<file path="config.mk">
export PLATFORM = sky130hd
export DESIGN_NAME = muldiv_sequencer
export DESIGN_NICKNAME = d
export VERILOG_FILES = /design/src/rtl/muldiv_sequencer.sv
export SDC_FILE = /design/constraint.sdc
export NUM_CORES = 1
export LEC_CHECK = 0
export ABC_AREA = 0
export CAP_MARGIN = 20
export CORE_MARGIN = 2
export CORE_UTILIZATION = 50
export CTS_BUF_LIST = sky130_fd_sc_hd__clkbuf_2
export CTS_CLUSTER_SIZE = 10
export DETAILED_ROUTE_END_ITERATION = 6
export GPL_TIMING_DRIVEN = 0
export MAX_ROUTING_LAYER = met4
export PLACE_DENSITY = 0.69
export SLEW_MARGIN = 20
export SYNTH_ARGS = -nofsm -noshare
export SYNTH_HDL_FRONTEND = slang
export SYNTH_SLANG_ARGS = --single-unit
</file>
<file path="constraint.sdc">
create_clock -name i_clk -period 3.9 [get_ports i_clk]
set_input_delay 0.585 -clock i_clk [delete_from_list [all_inputs] [get_ports i_clk]]
set_output_delay 0.585 -clock i_clk [all_outputs]
set_load 0.02 [all_outputs]
</file>
<file path="src/rtl/muldiv_sequencer.sv">
// HI/LO owner beside execute: sequences a 32-step shift-add multiply or
// restoring divide, applies sign fixup, and serves MFHI/MFLO/MTHI/MTLO.
module muldiv_sequencer (
  input  logic        i_clk,
  input  logic        i_nrst,
  input  logic        i_con_mdstart,
  input  logic [2:0]  i_con_mdop,
  input  logic [31:0] i_data_rs,
  input  logic [31:0] i_data_rt,
  output logic [31:0] o_data_hilo,
  output logic        o_con_busy,
  output logic        o_con_stall
);

  typedef enum logic [1:0] {IDLE, MUL, DIV, FIX} state_t;

  state_t      state;
  logic [31:0] hi, lo;
  logic [31:0] opa;       // multiplicand for MUL; raw rs for DIV (div-by-zero HI)
  logic [31:0] opb;       // multiplier (shifted right each step) or divisor
  logic [63:0] acc;       // MUL: product; DIV: {remainder, dividend->quotient}
  logic [4:0]  cnt;
  logic        neg_res, neg_rem, div_zero, is_div;

  logic        accept, sgn, sign_rs, sign_rt;
  logic [31:0] abs_rs, abs_rt;
  logic [32:0] mul_sum;
  logic [32:0] rem_sh;
  logic [33:0] diff;
  logic [63:0] prod_fix;
  logic [31:0] quo_fix, rem_fix;

  assign o_con_busy  = (state != IDLE);
  assign o_con_stall = i_con_mdstart & o_con_busy;
  assign o_data_hilo = (i_con_mdop == 3'd4) ? hi : lo;
  assign accept      = i_con_mdstart & ~o_con_busy;

  always_comb begin
    sgn      = ~i_con_mdop[0];
    sign_rs  = sgn & i_data_rs[31];
    sign_rt  = sgn & i_data_rt[31];
    abs_rs   = sign_rs ? -i_data_rs : i_data_rs;
    abs_rt   = sign_rt ? -i_data_rt : i_data_rt;
    mul_sum  = {1'b0, acc[63:32]} + (opb[0] ? {1'b0, opa} : 33'd0);
    rem_sh   = {acc[63:32], acc[31]};
    // Top bit of diff set means the trial subtract borrowed
    diff     = {1'b0, rem_sh} - {2'b00, opb};
    prod_fix = neg_res ? -acc : acc;
    quo_fix  = neg_res ? -acc[31:0] : acc[31:0];
    rem_fix  = neg_rem ? -acc[63:32] : acc[63:32];
  end

  always_ff @(posedge i_clk) begin
    if (!i_nrst) begin
      state    <= IDLE;
      hi       <= '0;
      lo       <= '0;
      opa      <= '0;
      opb      <= '0;
      acc      <= '0;
      cnt      <= '0;
      neg_res  <= 1'b0;
      neg_rem  <= 1'b0;
      div_zero <= 1'b0;
      is_div   <= 1'b0;
    end else begin
      case (state)
        IDLE: if (accept) begin
          case (i_con_mdop)
            3'd0, 3'd1: begin
              opa     <= abs_rs;
              opb     <= abs_rt;
              acc     <= '0;
              is_div  <= 1'b0;
              state   <= MUL;
            end
            3'd2, 3'd3: begin
              opa     <= i_data_rs;
              opb     <= abs_rt;
              acc     <= {32'd0, abs_rs};
              is_div  <= 1'b1;
              state   <= DIV;
            end
            3'd6: hi <= i_data_rs;
            3'd7: lo <= i_data_rs;
            default: ;
          endcase
          if (!i_con_mdop[2]) begin
            neg_res  <= sign_rs ^ sign_rt;
            neg_rem  <= sign_rs;
            div_zero <= (i_data_rt == 32'd0);
            cnt      <= '0;
          end
        end
        MUL: begin
          acc <= {mul_sum, acc[31:1]};
          opb <= {1'b0, opb[31:1]};
          cnt <= cnt + 5'd1;
          if (cnt == 5'd31) state <= FIX;
        end
        DIV: begin
          acc <= {(diff[33] ? rem_sh[31:0] : diff[31:0]), acc[30:0], ~diff[33]};
          cnt <= cnt + 5'd1;
          if (cnt == 5'd31) state <= FIX;
        end
        FIX: begin
          if (!is_div) begin
            hi <= prod_fix[63:32];
            lo <= prod_fix[31:0];
          end else if (div_zero) begin
            hi <= opa;
            lo <= 32'hFFFF_FFFF;
          end else begin
            hi <= rem_fix;
            lo <= quo_fix;
          end
          state <= IDLE;
        end
        default: state <= IDLE;
      endcase
    end
  end

endmodule

</file>
### After elaboration in Yosys (flattened, before gate mapping)

Cells that the tools add are included.
Widths: inputs -> output; s select.

| cells by class | value |
|---|---|
| bitwise gates (word level) | 9 |
| reduce and logical (&&, ||, !) cells | 21 |
| multiplexer cells | 33 |
| add/subtract/negate cells | 8 |
| equal/unequal tests | 17 |

Operators with widths:

| kind | number |
|---|---|
| $mux 32 | 17 |
| $pmux 32 s2 | 4 |
| $pmux 64 s3 | 1 |
| $mux 64 | 2 |
| $neg 32->32 | 4 |
| $pmux 64 s2 | 1 |
| $neg 64->64 | 1 |
| $sub 33x32->34 | 1 |
| $add 32x32->33 | 1 |
| $logic_not 32->1 | 1 |
| $reduce_and 3->1 | 8 |
| $mux 5 | 2 |
| $pmux 5 s2 | 1 |
| $reduce_bool 2->1 | 5 |
| $eq 3x3->1 const B | 3 |
| $eq 3x2->1 const B | 2 |
| $ne 2x1->1 const B | 3 |
| $ne 2x2->1 const B | 3 |
| $pmux 2 s3 | 1 |
| $reduce_or 2->1 | 3 |
| $add 5x1->5 const B | 1 |
| $eq 5x5->1 const B | 1 |
| $and 1x1->1 | 4 |
| $eq 2x2->1 const B | 2 |
| other kinds (12) | 16 |

| storage, ports and cells | value |
|---|---|
| input bits | 70 |
| output and inout port bits | 34 |
| logic and storage cells | 99 |
| register bits | 203 |

### Depth between registers and ports, before layout

Gate-level depths: netlist of run 1.

| depth | value |
|---|---|
| depth after elaboration | 6 |
| depth in mapped cells | 15 |
| gate-level depth less buffers | 14 |

### Worst setup path before layout of run 1

No wires, ideal clock.

| path | value |
|---|---|
| kind | reg2reg |
| start | register opb[0] |
| end | register acc[55] |
| buffers on the path | 1 |
| period minus slack after synthesis | 3.141 ns |
| cell stages (with the launch flop) | 16 |
| library setup time | 0.122 ns |
| data required time | 3.778 ns |
| arrival time | 3.020 ns |
| slack | 0.759 ns |
| cells stage by stage | dfxtp_1 clkbuf_1 and2_1 ha_1 inv_1 fa_1 nor2b_1 o31a_1 o2111ai_1 nand3_1 a21oi_1 o21a_1 o21ai_0 xnor2_1 nor2_1 a221o_1 |

| on the way | value |
|---|---|
| longest elaborated chain between the ends | 3 |
| elaborated cells between the ends (all ways) | 5 |
| classes of those cells | add/sub (2); mux (3) |

Ends and longest elaborated chain:

| item | RTL line | text |
|---|---|---|
| start, declared | 20 | `logic [31:0] opb;` |
| start signal, assigned | 72 | `opb <= abs_rt;` |
| start signal, assigned | 79 | `opb <= abs_rt;` |
| start signal, assigned | 97 | `opb <= {1'b0, opb[31:1]};` |
| $sub 33x32->34 / $mux 32 (equally long branches) | 47, 44 |  |
| $mux 32 / $add 32x32->33 (equally long branches) | 102, 44 |  |
| $pmux 64 s3 * | 67 | `case (state)` |
| end signal, assigned | 80 | `acc <= {32'd0, abs_rs};` |
| end signal, assigned | 96 | `acc <= {mul_sum, acc[31:1]};` |
| end signal, assigned | 102 | `acc <= {(diff[33] ? rem_sh[31:0] : diff[31:0]), acc[30:0], ~diff[33]};` |
| end, declared | 21 | `logic [63:0] acc;` |

Every way passes the cells marked *; elsewhere a longest branch is shown, timed or not.
A chain may end at the register's enable or synchronous reset.

### Worst setup path after layout of run 1

| path | value |
|---|---|
| start | register acc[34] |
| end | register hi[21] |

| on the way | value |
|---|---|
| longest elaborated chain between the ends | 5 |
| elaborated cells between the ends (all ways) | 7 |
| classes of those cells | add/sub (2); mux (5) |

Ends and longest elaborated chain:

| item | RTL line | text |
|---|---|---|
| $neg 32->32 | 50 | `rem_fix = neg_rem ? -acc[63:32] : acc[63:32];` |
| $mux 32 | 50 |  |
| $mux 32 | 110 | `end else if (div_zero) begin` |
| $mux 32 * | 107 | `if (!is_div) begin` |
| $pmux 32 s2 * | 67 |  |
| end signal, assigned | 108 | `hi <= prod_fix[63:32];` |
| end signal, assigned | 111 | `hi <= opa;` |
| end signal, assigned | 114 | `hi <= rem_fix;` |
| end, declared | 18 | `logic [31:0] hi, lo;` |

Marks and branches as above.

==> results of run 1 <==
[synth_stat cells (7+ instances only)]
library cell	number	share of area [%]
nand2_1	271	6.0
nor2_1	211	4.6
a21oi_1	203	6.0
dfxtp_1	203	24
o21ai_0	193	5.7
clkbuf_1	152	3.3
xnor2_1	134	6.9
ha_1	76	5.6
inv_1	70	1.5
xor2_1	64	3.3
o211ai_1	51	2.2
nor3_1	47	1.4
o221ai_1	45	2.3
and2_1	41	1.5
a221oi_1	34	1.7
nand2b_1	34	1.2
mux2_2	33	2.2
or3_1	28	1.0
mux2i_1	26	1.5
nand3_1	26	0.76
o31ai_1	26	1.1
a211oi_1	23	1.0
a31oi_1	21	0.77
a22oi_1	20	0.88
a22o_1	19	0.98
nand4_1	18	0.66
a21o_1	17	0.75
o21a_1	14	0.62
o21ai_1	12	0.35
a221o_1	11	0.65
and3_1	10	0.37
buf_1	9	0.20
buf_2	9	0.26
nor2b_1	9	0.33
nor4_1	9	0.33
o21bai_1	9	0.40
o41ai_1	8	0.41
a21boi_0	7	0.31
buf_6	7	0.46
or2_2	7	0.26
or4_1	7	0.31
[repair_timing]
item,in CTS,in global routing
setup buffers,0,3
setup endpoints to repair,60,39
gates resized for setup,13,16
hold buffers,9,0
pin swaps,0,2
endpoints found under the hold margin,14,0
[per-stage QoR]
stage               utilization [%]  cells  setup slack (ns)  cell area (um^2)
floorplan                         -   2317             0.759             17000
global placement               55.2   2855            -0.490             18500
detailed placement             55.2   2855            -0.435             18500
CTS                            57.2   2971            0.0330             19200
global route                   57.4   2975          0.000369             19200
finish                         57.4   2975            0.0856             19200
[how the worst max path moves through the flow]
stage | startpoint | endpoint | slack, ns
finish | acc[34]$_SDFFE_PN0P_ | hi[21]$_SDFFE_PN0P_ | 0.09
global route | acc[34]$_SDFFE_PN0P_ | hi[21]$_SDFFE_PN0P_ | 0.0004
CTS | acc[8]$_SDFFE_PN0P_ | hi[21]$_SDFFE_PN0P_ | 0.03
detailed placement | acc[31]$_SDFFE_PN0P_ | acc[55]$_SDFFE_PN0P_ | -0.44
global placement | acc[31]$_SDFFE_PN0P_ | acc[55]$_SDFFE_PN0P_ | -0.49
floorplan | opb[0]$_SDFFE_PN0P_ | acc[55]$_SDFFE_PN0P_ | 0.76
[cell type report]
| type | instances | area (um^2) | area share (%) |
|---|---|---|---|
| well taps | 448 | 561 | 2.91 |
| diodes | 1 | 2.50 | 0.0130 |
| multi-input cells | 1851 | 11900 | 61.9 |
| plain buffers | 188 | 871 | 4.53 |
| flip-flops and latches | 203 | 4070 | 21.1 |
| clock buffers | 81 | 405 | 2.11 |
| clock inverters | 27 | 135 | 0.703 |
| repair buffers | 102 | 1010 | 5.27 |
| inverters | 74 | 278 | 1.44 |
[logic make-up after synthesis]
kind of cell | after synthesis
compound gates | 762
simple gates | 754
buf+inv | 263
flops | 203
xor+xnor | 198
fa+ha+maj | 78
mux | 59
[worst max-delay path, stage by stage (launching register included)]
cell           delay (ns)
dfxtp_1              0.37
clkbuf_1             0.24
nor3_1               0.42
nand4_1              0.39
nand2b_1             0.30
or3_1                0.46
o21ai_0              0.29
xor2_1               0.14
a31oi_1              0.20
o211ai_1             0.14
a31oi_1              0.25
dlygate4sd3_1        0.58
[report_power, final]
group | internal (uW) | switching [uW] | total [uW]
Combinational | 1710 | 3720 | 5430
Sequential | 2370 | 328 | 2700
Clock | 641 | 1110 | 1750
Total | 4720 | 5160 | 9870
[layer usage]
layer | GRT usage [%] | wire length [um] | vias to the layer above
li1 | - | - | 8704
met1 | 60.1 | 32500 | 9235
met2 | 58.2 | 29900 | 1297
met3 | 8.72 | 9090 | 212
met5 | - | 0 | -
met4 | 17.6 | 3340 | 0
[registers in the layout (all words and copies together) (netlist names)]
name and cells:
cnt 5, is_div 1, neg_rem 1, neg_res 1
opa 32, hi 32, acc 64, state 2
div_zero 1, opb 32, lo 32
==> results.toml, run 1 <==
[final_layout]
fillers = 3322
layout_common_cells = "nand2_1, nor2_1, a21oi_1"
drive_gt1_share_pct = 8.31
syn_to_final_growth_pct = 12.8
layout_commonest_cell = "nand2_1"
final_net_count = 2626

[critical_path]
rrSetupSlack_ns = 0.09
worstPathArrival_ns = 4.85
r2r-start = "acc[34]$_SDFFE_PN0P_"
cp-end-kind = "flip-flop"
worstPathRequired_ns = 4.94
startpoint_type = "flip-flop"
reg2reg_to = "hi[21]$_SDFFE_PN0P_"
reg2reg_depth = 11
crit_fanout = 9
path_class = "reg2reg"

[clocking]
clockBufferDepth = 3
cts_tree = "done"
cts.clk_slew.worst_paths_ns = 0.11
h-tree-depth = 2
clockRootBuffer = "clkbuf_2"
cts.sinks = 203
clkLatencyLatePin_ns = 1.09
numCtsBuffers = 58

[sta]
slew_headroom_pct = 14.7
setup_tns_ns = 0
fin_crit_ns = 3.81
finalMaxSlewViolations = 0
fin_hold_ws_ns = 0.103
final_hold_viol_count = 0
setup_viol = 0
tightest_slew_ns = 1.27
grt_setup_unrepaired = "no"
fmax_mhz = 262
post-route-period-util_pct = 97.8
fin_skew_ns = 0.0528

[hold_path]
min-delay-start = "i_data_rs[19]"
hold_path.class = "in2reg"
holdPathEnd = "hi[19]$_SDFFE_PN0P_"
hold_depth = 3

[detailed_routing]
firstDrtPassIters = 7
antenna_left = 0
drtIter0Drc = 2627
drc = 1
route.vias.total = 19400
wl_mm = 74.8
wl_per_cell_um = 25.1
via_per_inst = 6.54

[yosys]
synth.avg_cell_area_um2 = 7.36
ys_warn_count = 0
ys_seq_area_share_pct = 23.8
syn_nets = 2465
synth.distinct_cells = 93
synthCells = 2317
synth_fa_ha_area_share_pct = 5.81
synth_xor_area_share_pct = 10.2
ys.flop_type = "dfxtp_1"
synth_area_um2 = 17000
synth_edf_count = 0
synth_seq_cells = 203
async_reset_ff_share_pct = 0
synth_compound_area_share_pct = 29.0
synth_top_family_by_area = "compound AO/OA/AOI/OAI gates"
yosys.area_share.simple_pct = 20.7
synth_mux_area_share_pct = 3.71

[grt]
grtUsageTotal_pct = 42.5
grt_max_degree = 16
grt_pass1_vias = 17800
antenna_found_initial = 1
grt_pass1_wl_mm = 111
grt-ovfl-total = 0

[place]
hpwl_mm = 57.7
place_congestion = 1.04
port_buffers = 90

[run_status]
status = "complete, but fails checks"
violations = "design-rule violations"

[pwr]
power.density_nw_per_um2 = 513
ir_drop_mv = 0.615
leakagePower_uw = 0.00719
total_power_uw = 9870

[floorplan]
core_um2 = 33500
die_h_um = 189
num_rows = 67
die_area_um2 = 35600
io_pins = 104
die_x_um = 189
start_util_pct = 50.8

[flow_run]
drv_cap = 0
(Power assumes the default switching activity.)
==> inputs of run 2 (changes only) <==
--- a/config.mk
+++ b/config.mk
@@ -14,3 +14,2 @@
 export DETAILED_ROUTE_END_ITERATION = 6
-export GPL_TIMING_DRIVEN = 0
 export MAX_ROUTING_LAYER = met4
--- a/constraint.sdc
+++ b/constraint.sdc
@@ -3,2 +3,2 @@
 set_output_delay 0.585 -clock i_clk [all_outputs]
-set_load 0.02 [all_outputs]
+set_load 0.005 [all_outputs]
==> run 2 against run 1 <==
Effect of this change:
- the run now ends clean
- global-route usage is 11 points lower
- die area unchanged
- largest power group unchanged
- wire length decreased by 26%
==> results.toml, run 2 (synthesis results as in run 1) <==
[final_layout]
layout_commonest_cell = "nand2_1"
syn_to_final_growth_pct = 11.0
stdcell_area_um2 = 18900
largest_reg_flops = 64
drive_gt1_share_pct = 10.1
final_util_pct = 56.4
layout_common_cells = "nand2_1, nor2_1, a21oi_1"
largest_register = "acc"
final_net_count = 2507

[critical_path]
cp-end-kind = "flip-flop"
path_cells = "or4_4 -> nor3_2 -> nand4_1 -> or2_1 -> o21ai_0 -> xor2_1 -> o211ai_1 -> o211ai_1 -> a21oi_1"
startpoint_type = "flip-flop"
worst_path_largest_cell_delay_ns = 0.60
worstPathArrival_ns = 4.49
path_buf_inv = 0
slowest_stage = "or2_1"
path_class = "reg2reg"
cpLargestDelayFamily = "simple AND/OR/NAND/NOR gates"
worstPathRequired_ns = 4.85
crit_top_cell = "o211ai_1"
crit_fanout = 17

[clocking]
numCtsBuffers = 59
cts.sinks = 203
cts_tree = "done"
cts.clk_slew.worst_paths_ns = 0.12
clockBufferDepth = 3
clockRootBuffer = "clkbuf_2"
h-tree-depth = 2
postCtsSetupBuffers = 0
ctsHoldBuffers = 0
cts-resized-gates = 0
clkLatencyLatePin_ns = 1.09

[sta]
setup_tns_ns = 0
fin_crit_ns = 3.53
fin_skew_ns = 0.143
final_hold_viol_count = 0
setup_slack_ns = 0.366
slew_headroom_pct = 43.1
fmax_mhz = 283
setup_viol = 0
tightest_slew_ns = 0.851
grt_setup_unrepaired = "no"
post-route-period-util_pct = 90.6
finalMaxSlewViolations = 0

[floorplan]
core_um2 = 33500
num_rows = 67
die_area_um2 = 35600
die_h_um = 189
die_x_um = 189
io_pins = 104
start_util_pct = 50.8

[pwr]
leakagePower_uw = 0.00716
total_power_uw = 9060
power.density_nw_per_um2 = 479
ir_drop_mv = 0.659

[hold_path]
hold_path.class = "in2reg"

[place]
placed_area_um2 = 18400
port_buffers = 103
place_congestion = 0.983
dpl_worst_slack_ns = 0.185
hpwl_mm = 40.2

[grt]
grtUsageTotal_pct = 31.7
grt_pass1_wl_mm = 89.1
antenna_found_initial = 3
grt_max_degree = 150
grt-ovfl-total = 0
grt_pass1_vias = 16700

[flow_run]
drv_cap = 0

[run_status]
status = "complete, no violations"

[detailed_routing]
route.vias.total = 17700
via_per_inst = 6.20
antenna_left = 0
wl_mm = 55.6
wl_per_cell_um = 19.5
drc = 0
firstDrtPassIters = 7
drtIter0Drc = 1742
run 2: final timing paths:
| check | startpoint | end | slack, ns | cells past startpoint |
|---|---|---|---|---|
| worst max-delay path | acc[8]$_SDFFE_PN0P_ | hi[25]$_SDFFE_PN0P_ | 0.37 | 9 |
| worst min register to register | lo[28]$_SDFFE_PN0P_ | lo[28]$_SDFFE_PN0P_ | 0.45 | 2 |
| worst max register to register | acc[8]$_SDFFE_PN0P_ | hi[25]$_SDFFE_PN0P_ | 0.37 | 9 |
| worst min-delay path | i_data_rs[0] | opa[0]$_SDFFE_PN0P_ | 0.21 | 3 |
run 2: stage by stage:
step / hold WS, ns / cells
after global placement: 0.437 / 2746
after floorplan: 0.428 / 2317
after global routing: 0.197 / 2853
after detailed placement: 0.442 / 2746
after CTS: 0.121 / 2850
final: 0.213 / 2853
run 2: cell type report:
| cell class | instances | area (um^2) |
|---|---|---|
| Antenna cell | 3 | 7.51 |
| Clock buffer | 89 | 445 |
| Clock inverter | 15 | 67.6 |
| Fill cell | 3237 | 14600 |
| Inverter | 74 | 280 |
| Multi-Input combinational cell | 1851 | 11900 |
| Sequential cell | 203 | 4070 |
| Tap cell | 448 | 561 |
| Timing Repair Buffer | 170 | 1580 |
run 2: worst reg2reg max path, stage by stage (launching register included):
cell      delay, ns
dfxtp_1        0.41
or4_4          0.58
nor3_2         0.32
nand4_1        0.37
or2_1          0.60
o21ai_0        0.32
xor2_1         0.11
o211ai_1       0.36
o211ai_1       0.15
a21oi_1        0.16
run 2: routing by layer:
metal	up-vias	wire length (um)	track usage [%]
li1	8475	-	-
met4	0	1850	12.3
met3	127	4110	5.83
met5	-	0	-
met2	735	24900	48.2
met1	8351	24700	41.7
run 2: where the power goes:
group          leakage (uW)  switching [uW]  total (uW)  internal, uW
Combinational       0.00511            2950        4690          1740
Sequential          0.00165             359        2730          2370
Clock              0.000404            1030        1650           613
